$ cat config.mk
export PLATFORM = sky130hd
export DESIGN_NAME = buzzer_player
export DESIGN_NICKNAME = d
export VERILOG_FILES = /design/src/rtl/buzzer_player.sv
export SDC_FILE = /design/constraint.sdc
export NUM_CORES = 1
export LEC_CHECK = 0
export BUFFER_PORTS_ARGS = -buffer_cell sky130_fd_sc_hd__buf_2
export CAP_MARGIN = 20
export CORE_ASPECT_RATIO = 0.75
export CORE_MARGIN = 3
export CORE_UTILIZATION = 55
export DETAILED_ROUTE_END_ITERATION = 16
export GPL_TIMING_DRIVEN = 0
export PLACE_DENSITY_LB_ADDON = 0.2
export SKIP_LAST_GASP = 1
export SLEW_MARGIN = 20
export SYNTH_ARGS = -nofsm -noshare
export SYNTH_HDL_FRONTEND = slang
export SYNTH_SLANG_ARGS = --single-unit
export TNS_END_PERCENT = 100
$ cat constraint.sdc
create_clock -name clk -period 2.77 [get_ports clk]
set_input_delay 0.1385 -clock clk [delete_from_list [all_inputs] [get_ports clk]]
set_output_delay 0.1385 -clock clk [all_outputs]
set_load 0.01 [all_outputs]
$ cat src/rtl/buzzer_player.sv
// Valid/ready note consumer: plays each accepted note code as a square wave on the buzzer
// pin for (len+1) beats. Define BUZZER_PLAYER_GAP_EN to add a silent gap after every note.
module buzzer_player #(
   parameter int CLK_HZ      = 100_000_000,
   parameter int BEAT_CYCLES = 25_000_000,
   parameter int GAP_CYCLES  = 2_500_000
) (
   input  logic       clk,
   input  logic       rst_n,
   input  logic [3:0] note_code,
   input  logic [1:0] note_len,
   input  logic       note_valid,
   output logic       note_ready,
   input  logic       stop,
   output logic       buzzer,
   output logic       busy,
   output logic [3:0] cur_note
);

   function automatic int hp(input int f);
      int h;
      h = CLK_HZ / (2 * f);
      return (h < 1) ? 1 : h;
   endfunction

   // 262 Hz is the lowest tone, so it sets the half-period counter width
   localparam int H_MAX   = hp(262);
   localparam int HW      = (H_MAX > 1) ? $clog2(H_MAX) : 1;
   localparam int DUR_MAX = 4 * BEAT_CYCLES;
   localparam int DW      = (DUR_MAX > 1) ? $clog2(DUR_MAX) : 1;
   localparam int GW      = (GAP_CYCLES > 1) ? $clog2(GAP_CYCLES) : 1;
   localparam int GAP_LAST = (GAP_CYCLES > 0) ? GAP_CYCLES - 1 : 0;

   typedef enum logic [1:0] {IDLE = 2'd0, TONE = 2'd1, GAP = 2'd2} state_t;

`ifdef BUZZER_PLAYER_GAP_EN
   localparam state_t TONE_EXIT = (GAP_CYCLES > 0) ? GAP : IDLE;
`else
   localparam state_t TONE_EXIT = IDLE;
`endif

   function automatic logic [HW-1:0] half_last(input logic [3:0] c);
      int h;
      case (c)
         4'd1:    h = hp(262);
         4'd2:    h = hp(294);
         4'd3:    h = hp(330);
         4'd4:    h = hp(349);
         4'd5:    h = hp(392);
         4'd6:    h = hp(440);
         4'd7:    h = hp(494);
         4'd8:    h = hp(523);
         4'd9:    h = hp(587);
         4'd10:   h = hp(659);
         4'd11:   h = hp(698);
         4'd12:   h = hp(784);
         4'd13:   h = hp(880);
         4'd14:   h = hp(988);
         default: h = 1;
      endcase
      return HW'(h - 1);
   endfunction

   state_t          r_state;
   state_t          w_next;
   logic            r_buzzer;
   logic [3:0]      r_cur_note;
   logic            r_rest;
   logic [HW-1:0]   r_half_cnt;
   logic [HW-1:0]   r_half_last;
   logic [DW-1:0]   r_dur_cnt;
   logic [DW-1:0]   r_dur_last;
   logic [GW-1:0]   r_gap_cnt;

   logic            w_accept;
   logic            w_half_wrap;
   logic            w_dur_done;
   logic            w_gap_done;
   logic            w_rest_in;
   logic [HW-1:0]   w_half_last_in;
   logic [DW-1:0]   w_dur_last_in;

   assign note_ready = (r_state == IDLE);
   assign busy       = ~note_ready;
   assign buzzer     = r_buzzer;
   assign cur_note   = r_cur_note;

   // stop in IDLE blocks the handshake on that edge
   assign w_accept       = (r_state == IDLE) && note_valid && !stop;
   assign w_half_wrap    = (r_half_cnt == r_half_last);
   assign w_dur_done     = (r_dur_cnt == r_dur_last);
   assign w_gap_done     = (r_gap_cnt == GW'(GAP_LAST));
   assign w_rest_in      = (note_code == 4'd0) || (note_code == 4'd15);
   assign w_half_last_in = half_last(note_code);
   assign w_dur_last_in  = DW'((int'(note_len) + 1) * BEAT_CYCLES - 1);

   always_ff @(posedge clk) begin
      if (!rst_n) r_state <= IDLE;
      else        r_state <= w_next;
   end

   always_comb begin
      w_next = r_state;
      case (r_state)
         IDLE: if (w_accept) w_next = TONE;
         TONE: begin
            if (stop)            w_next = IDLE;
            else if (w_dur_done) w_next = TONE_EXIT;
         end
         GAP:  if (stop || w_gap_done) w_next = IDLE;
         default: w_next = IDLE;
      endcase
   end

   always_ff @(posedge clk) begin
      if (!rst_n) begin
         r_buzzer    <= 1'b0;
         r_cur_note  <= 4'd0;
         r_rest      <= 1'b0;
         r_half_cnt  <= '0;
         r_half_last <= '0;
         r_dur_cnt   <= '0;
         r_dur_last  <= '0;
         r_gap_cnt   <= '0;
      end else begin
         case (r_state)
            IDLE: begin
               r_buzzer <= 1'b0;
               if (w_accept) begin
                  r_cur_note  <= note_code;
                  r_rest      <= w_rest_in;
                  r_half_last <= w_half_last_in;
                  r_dur_last  <= w_dur_last_in;
                  r_half_cnt  <= '0;
                  r_dur_cnt   <= '0;
               end
            end
            TONE: begin
               if (stop || w_dur_done) begin
                  r_buzzer   <= 1'b0;
                  r_cur_note <= 4'd0;
                  r_gap_cnt  <= '0;
               end else begin
                  r_dur_cnt <= r_dur_cnt + DW'(1);
                  if (w_half_wrap) begin
                     r_half_cnt <= '0;
                     r_buzzer   <= r_rest ? 1'b0 : ~r_buzzer;
                  end else begin
                     r_half_cnt <= r_half_cnt + HW'(1);
                  end
               end
            end
            GAP: begin
               r_buzzer   <= 1'b0;
               r_cur_note <= 4'd0;
               r_gap_cnt  <= w_gap_done ? '0 : r_gap_cnt + GW'(1);
            end
            default: begin
               r_buzzer   <= 1'b0;
               r_cur_note <= 4'd0;
            end
         endcase
      end
   end

endmodule

# Word level (Yosys, flattened, before mapping)
# Memories as Yosys holds them, arrays and structs flattened.
# Index checks and enable logic that the tools add are counted.
dict set report totals {
  register_bits 120
  out_inout_bits 7
  romBits 288
  n_memories 1
  latch_bits 0
  mem_bits_rw 0
  wordCells 67
}
dict set report classes {
  n_mux 19
  shifts 0
  eq_ne 11
  n_mul 1
  order_cmp 0
  div_mod_pow 0
  bitwise_logic 4
  n_reduce_logical 16
  n_addsub 6
}
# memory words word_bits rd rd_clocked_by_memory_dff wr line_no
set memory_table {}
lappend memory_table {{(no name shown)} 16 18 1 0 0 44} ;# case (c)
# operator count
set ops {}
lappend ops {{two-way mux 18 bit} 3}
lappend ops {{two-way mux 27 bit} 2}
lappend ops {{case mux 27 bit (2 select lines)} 1}
lappend ops {{two-way mux 22 bit} 2}
lappend ops {{case mux 22 bit (2 select lines)} 1}
lappend ops {{case mux 18 bit (2 select lines)} 1}
lappend ops {{adder 27 x 1 -> 27 bit, second input constant} 1}
lappend ops {{equality test 27 bit} 1}
lappend ops {{subtractor 27 x 1 -> 27 bit, second input constant} 1}
lappend ops {{adder 22 x 1 -> 22 bit, second input constant} 1}
lappend ops {{equality test 22 bit, second input constant} 1}
lappend ops {{multiplier 3 x 19 -> 21 bit, second input constant} 1}
lappend ops {{adder 18 x 1 -> 18 bit, second input constant} 1}
lappend ops {{equality test 18 bit} 1}
lappend ops {{subtractor 18 x 2 -> 18 bit, second input constant} 1}
lappend ops {{two-way mux 2 bit} 4}
lappend ops {{two-way mux 4 bit} 2}
lappend ops {{case mux 4 bit (2 select lines)} 1}
lappend ops {{inequality test 2 bit, second input constant} 3}
lappend ops {{case mux 2 bit (3 select lines)} 1}
lappend ops {{AND reduction 2 bit} 3}
lappend ops {{AND reduction 3 bit} 2}
lappend ops {{equality test 4 bit, second input constant} 1}
lappend ops {{zero test 4 bit} 1}
lappend ops {{13 further kinds} 20}

# Depth between registers and ports, before layout
dict set report logic_depth {
  depth_word 5
  mapped_depth 12
  depth_no_buf 10
}

# Worst setup path before layout
# OpenSTA, ideal clock, no wires.
dict set report synth_path {
  kind {input to register}
  from {in note_len[0]}
  to {reg r_dur_last[23]}
  path_stages 10
  n_path_buf 1
  arrival_time_ps 2315
  required_ps 2696
  slack_ps 381
  path_cell_list {clkbuf_1 > inv_1 > ha_1 > xnor2_1 > ha_1 > o21ai_0 > a31oi_1 > nand2_1 > or4_1 > a31oi_1}
}
dict set report synth_between {
  elab_chain_len 3
}
# item line_no
set synth_lines {}
lappend synth_lines {{start: declaration} 11} ;# input logic [1:0] note_len,
lappend synth_lines {{adder 2 x 1 -> 3 bit} 95} ;# assign w_dur_last_in = DW'((int'(note_len) + 1) * BEAT_CYCLES - 1);
lappend synth_lines {{multiplier 3 x 19 -> 21 bit} 95}
lappend synth_lines {{subtractor 27 x 1 -> 27 bit} 95}
lappend synth_lines {{end signal: assignment} 133} ;# r_dur_last <= w_dur_last_in;
lappend synth_lines {{end: declaration} 72} ;# logic [DW-1:0] r_dur_last;
# Every way passes these cells.
# A chain may end at the register's enable or synchronous reset.

# Worst setup path after layout
dict set report layout_path {
  from {reg r_dur_cnt[13]}
  to {reg r_dur_cnt[13]}
}
dict set report layout_between {
  elab_chain_len 4
  word_cells_on_any_way 7
  cone_classes {add/sub: 1; eq/ne: 2; mux: 2; reduce/logical: 2}
}
# item line_no
set layout_lines {}
lappend layout_lines {{start: declaration} 71} ;# logic [DW-1:0] r_dur_cnt;
lappend layout_lines {{start signal: assignment} 144} ;# r_dur_cnt <= r_dur_cnt + DW'(1);
lappend layout_lines {{parallel branches: the longest is 4 deep, another holds adder 27 x 1 -> 27 bit} -}
# Parallel ways; which one is timed is not known. The select of a mux whose other input is x is not followed.

==> results.cfg <==
[outcome]
status = finished clean

[pwr]
power_leakage_nw = 2.15
power.density_mw_per_mm2 = 501
ir_drop_v = 0.000372
finalPower_mw = 3.03

[final_layout]
drive_gt1_share_pct = 10.4
seq_area_mm2 = 0.00178
stdcell_count = 826
finalInstanceArea_mm2 = 0.00605
nets = 720
antenna_cells = 0
multi_input_area_mm2 = 0.00343
nFillCells = 875
fin_util_pct = 62.1
syn_to_final_growth_pct = 9.52

[die]
num_rows = 31
initial_utilization_pct = 56.7
die_h_um = 92.8
die_w_um = 122
die_area_mm2 = 0.0113
core_area_mm2 = 0.00974
boundaryPins = 17

[detailed_routing]
viasPerCell = 6.43
met3RoutedLength_um = 974
wl_met1_um = 6970
ant_nets = 0
num_vias = 5314
wirelength_um = 15100
maxUsedRoutingLayer = met4
wl_met2_um = 7000
dr.pass1.iters = 5
drt_iter0_markers = 578
drc = 0
wl_per_cell_um = 18.3

[timing]
timing.final.ws_setup_ps = 177
fin_hold_ws_ps = 168
finalCritPeriodShare_pct = 93.6
min_period_ps = 2590
finalSetupViolCount = 0
skew_ps = 11.3
fmaxAchievable_ghz = 0.386
rsz0062_at_grt = false
setup-tns-final_ps = 0
slew_headroom_pct = 32.1
final_hold_viol_count = 0
slew_viol_final = 0
worst_slew_pin_slew_ps = 1010

[yosys]
ys_seq_area_share_pct = 32.3
synth_area_leaders = dfxtp_1, a21oi_1, ha_1
synth_edf_count = 0
synth_cells = 664
synth_top_family_by_area = simple AND/OR/NAND/NOR gates
syn_area_per_cell_um2 = 8.32
synth_nets = 695
yosysMostFrequentCell = dfxtp_1
yosys_warnings = 0
synthAdderAreaFrac_pct = 4.76
ys_seq_elements = 89
synth.distinct_cells = 67
synth.top_cell.area_share_pct = 32.3
ys_async_sr_fraction_pct = 0
muxShareOfSynthArea_pct = 3.08
synth_xor_area_share_pct = 8.25
synthSimpleGateAreaFrac_pct = 24.5
synth-compound-area-share_pct = 21.5
syn_area_mm2 = 0.00552
ys.flop_type = dfxtp_1
synth_commonest_cells = dfxtp_1, nand2_1, a21oi_1, nor2_1, nand3_1
yosysTopAreaCell = dfxtp_1

[min_path]
hold_start = note_len[0]
holdPathEnd = r_dur_last[6]$_SDFFE_PN0P_
worstHoldPathType = in2reg
hold_depth = 3

[grt]
antenna_found_initial = 0
overflow = 0
grt_util_all_layers_pct = 27.0
grt_pass1_vias = 4876
grt_pass1_wl_um = 24400
grt_start_max_net_pins = 15

[placed_design]
place_hpwl_um = 11400
gp_congestion = 0.964
placedInstanceArea_mm2 = 0.00576
place_inst = 811
pre_cts_slack_ps = -116
port_buffers = 15

[clock_network]
cts_inserted_buffers = 9
hold_buffers = 0
cts_tree = done
cts_resized = 0
cts_setup_buffers = 0
htreeDepth = 3
insertion_delay_ps = 340
clk_path_buf_depth = 2
cts-root-buf = clkbuf_16
cts.clk_slew.worst_paths_ps = 70
cts_num_sinks = 89

[run]
drv_cap = 0

[critical_path]
arrival_ps = 2870
critPathRequiredTime_ps = 3040
regToRegSetupSlack_ps = 180
r2r_start = r_dur_cnt[13]$_SDFFE_PN0P_
crit_path_max_fanout = 10
setup.worst_path.start_class = flop
r2r_end = r_dur_cnt[13]$_SDFFE_PN0P_
critical_path_class = reg2reg
rr_worst_depth = 8
endpoint_kind = flop
-- metal layers --
metal	vias up	GRT usage [%]
met5	-	0
met4	0	6.06
met3	18	5.37
met2	198	43.0
met1	2597	37.7
li1	2501	-
-- power by group --
group          switching [mW]  total (mW)  leakage (nW)  internal, mW
clock network           0.503        1.20         0.139         0.698
registers              0.0306        1.35         0.723          1.32
logic                   0.303       0.478          1.29         0.175
total                   0.837        3.03          2.15          2.19
-- worst max path at each step --
stage | end | start | slack (ps)
floorplan | r_dur_last[23]$_SDFFE_PN0P_ | note_len[0] | 380
CTS | r_dur_cnt[13]$_SDFFE_PN0P_ | r_dur_cnt[13]$_SDFFE_PN0P_ | 190
global placement | r_dur_last[23]$_SDFFE_PN0P_ | note_len[0] | -70
finish | r_dur_cnt[13]$_SDFFE_PN0P_ | r_dur_cnt[13]$_SDFFE_PN0P_ | 180
global route | r_dur_cnt[13]$_SDFFE_PN0P_ | r_dur_cnt[13]$_SDFFE_PN0P_ | 50
detailed placement | r_dur_last[23]$_SDFFE_PN0P_ | note_len[0] | -120
-- cells by family (layout without fill, tap and decap cells) --
| kind of cell | Yosys count | after routing |
|---|---|---|
| adder cells (fa/ha/maj) | 21 | 21 |
| XOR/XNOR | 52 | 52 |
| buffers and inverters | 64 | 94 |
| flip-flops | 89 | 89 |
| multiplexers | 11 | 11 |
| AO/OA/AOI/OAI | 173 | 173 |
| AND/OR/NAND/NOR | 254 | 254 |
-- cells in the final DEF (no fill, tap or decap), types with 5 or more instances in the layout --
cell type,n
or4_1,24
o211ai_1,7
dfxtp_1,89
and3_1,7
o21ai_0,22
nor3_1,16
buf_2,18
nand4_1,20
ha_1,21
nor2_1,43
inv_1,20
o21ai_1,5
a21oi_2,10
o31ai_1,26
nand2b_1,6
nand3_1,30
xor2_1,28
nand2_1,64
nor4_1,9
or3_1,10
a211oi_1,8
buf_6,8
clkbuf_1,29
a21oi_1,53
xnor2_1,24
clkbuf_16,9
-- sequential cells by signal, summed over array words and instances, names as in the netlist --
signal and flops:
r_rest 1, r_dur_cnt 27, cur_note 4, r_half_cnt 18, buzzer 1, r_half_last 18
r_dur_last 19, r_state 1
-- worst max-delay path: stages, from the launching register on --
cell and delay [ps]:
dfxtp_1 350, xor2_1 160, nor4_1 870, nand4_4 250, o21ai_4 260, buf_6 200, buf_6 180, o31ai_1 100
a21oi_1 140
-- cell type report --
| class | count | share of cell area, % |
|---|---|---|
| buffer | 42 | 3.75 |
| clock buffer | 11 | 3.85 |
| clock inverter | 5 | 0.931 |
| inverter | 21 | 1.30 |
| multi-input combinational | 511 | 56.7 |
| sequential | 89 | 29.5 |
| tap | 132 | 2.73 |
| timing repair buffer | 15 | 1.24 |
Note: power is estimated with default switching activity, not from simulation.
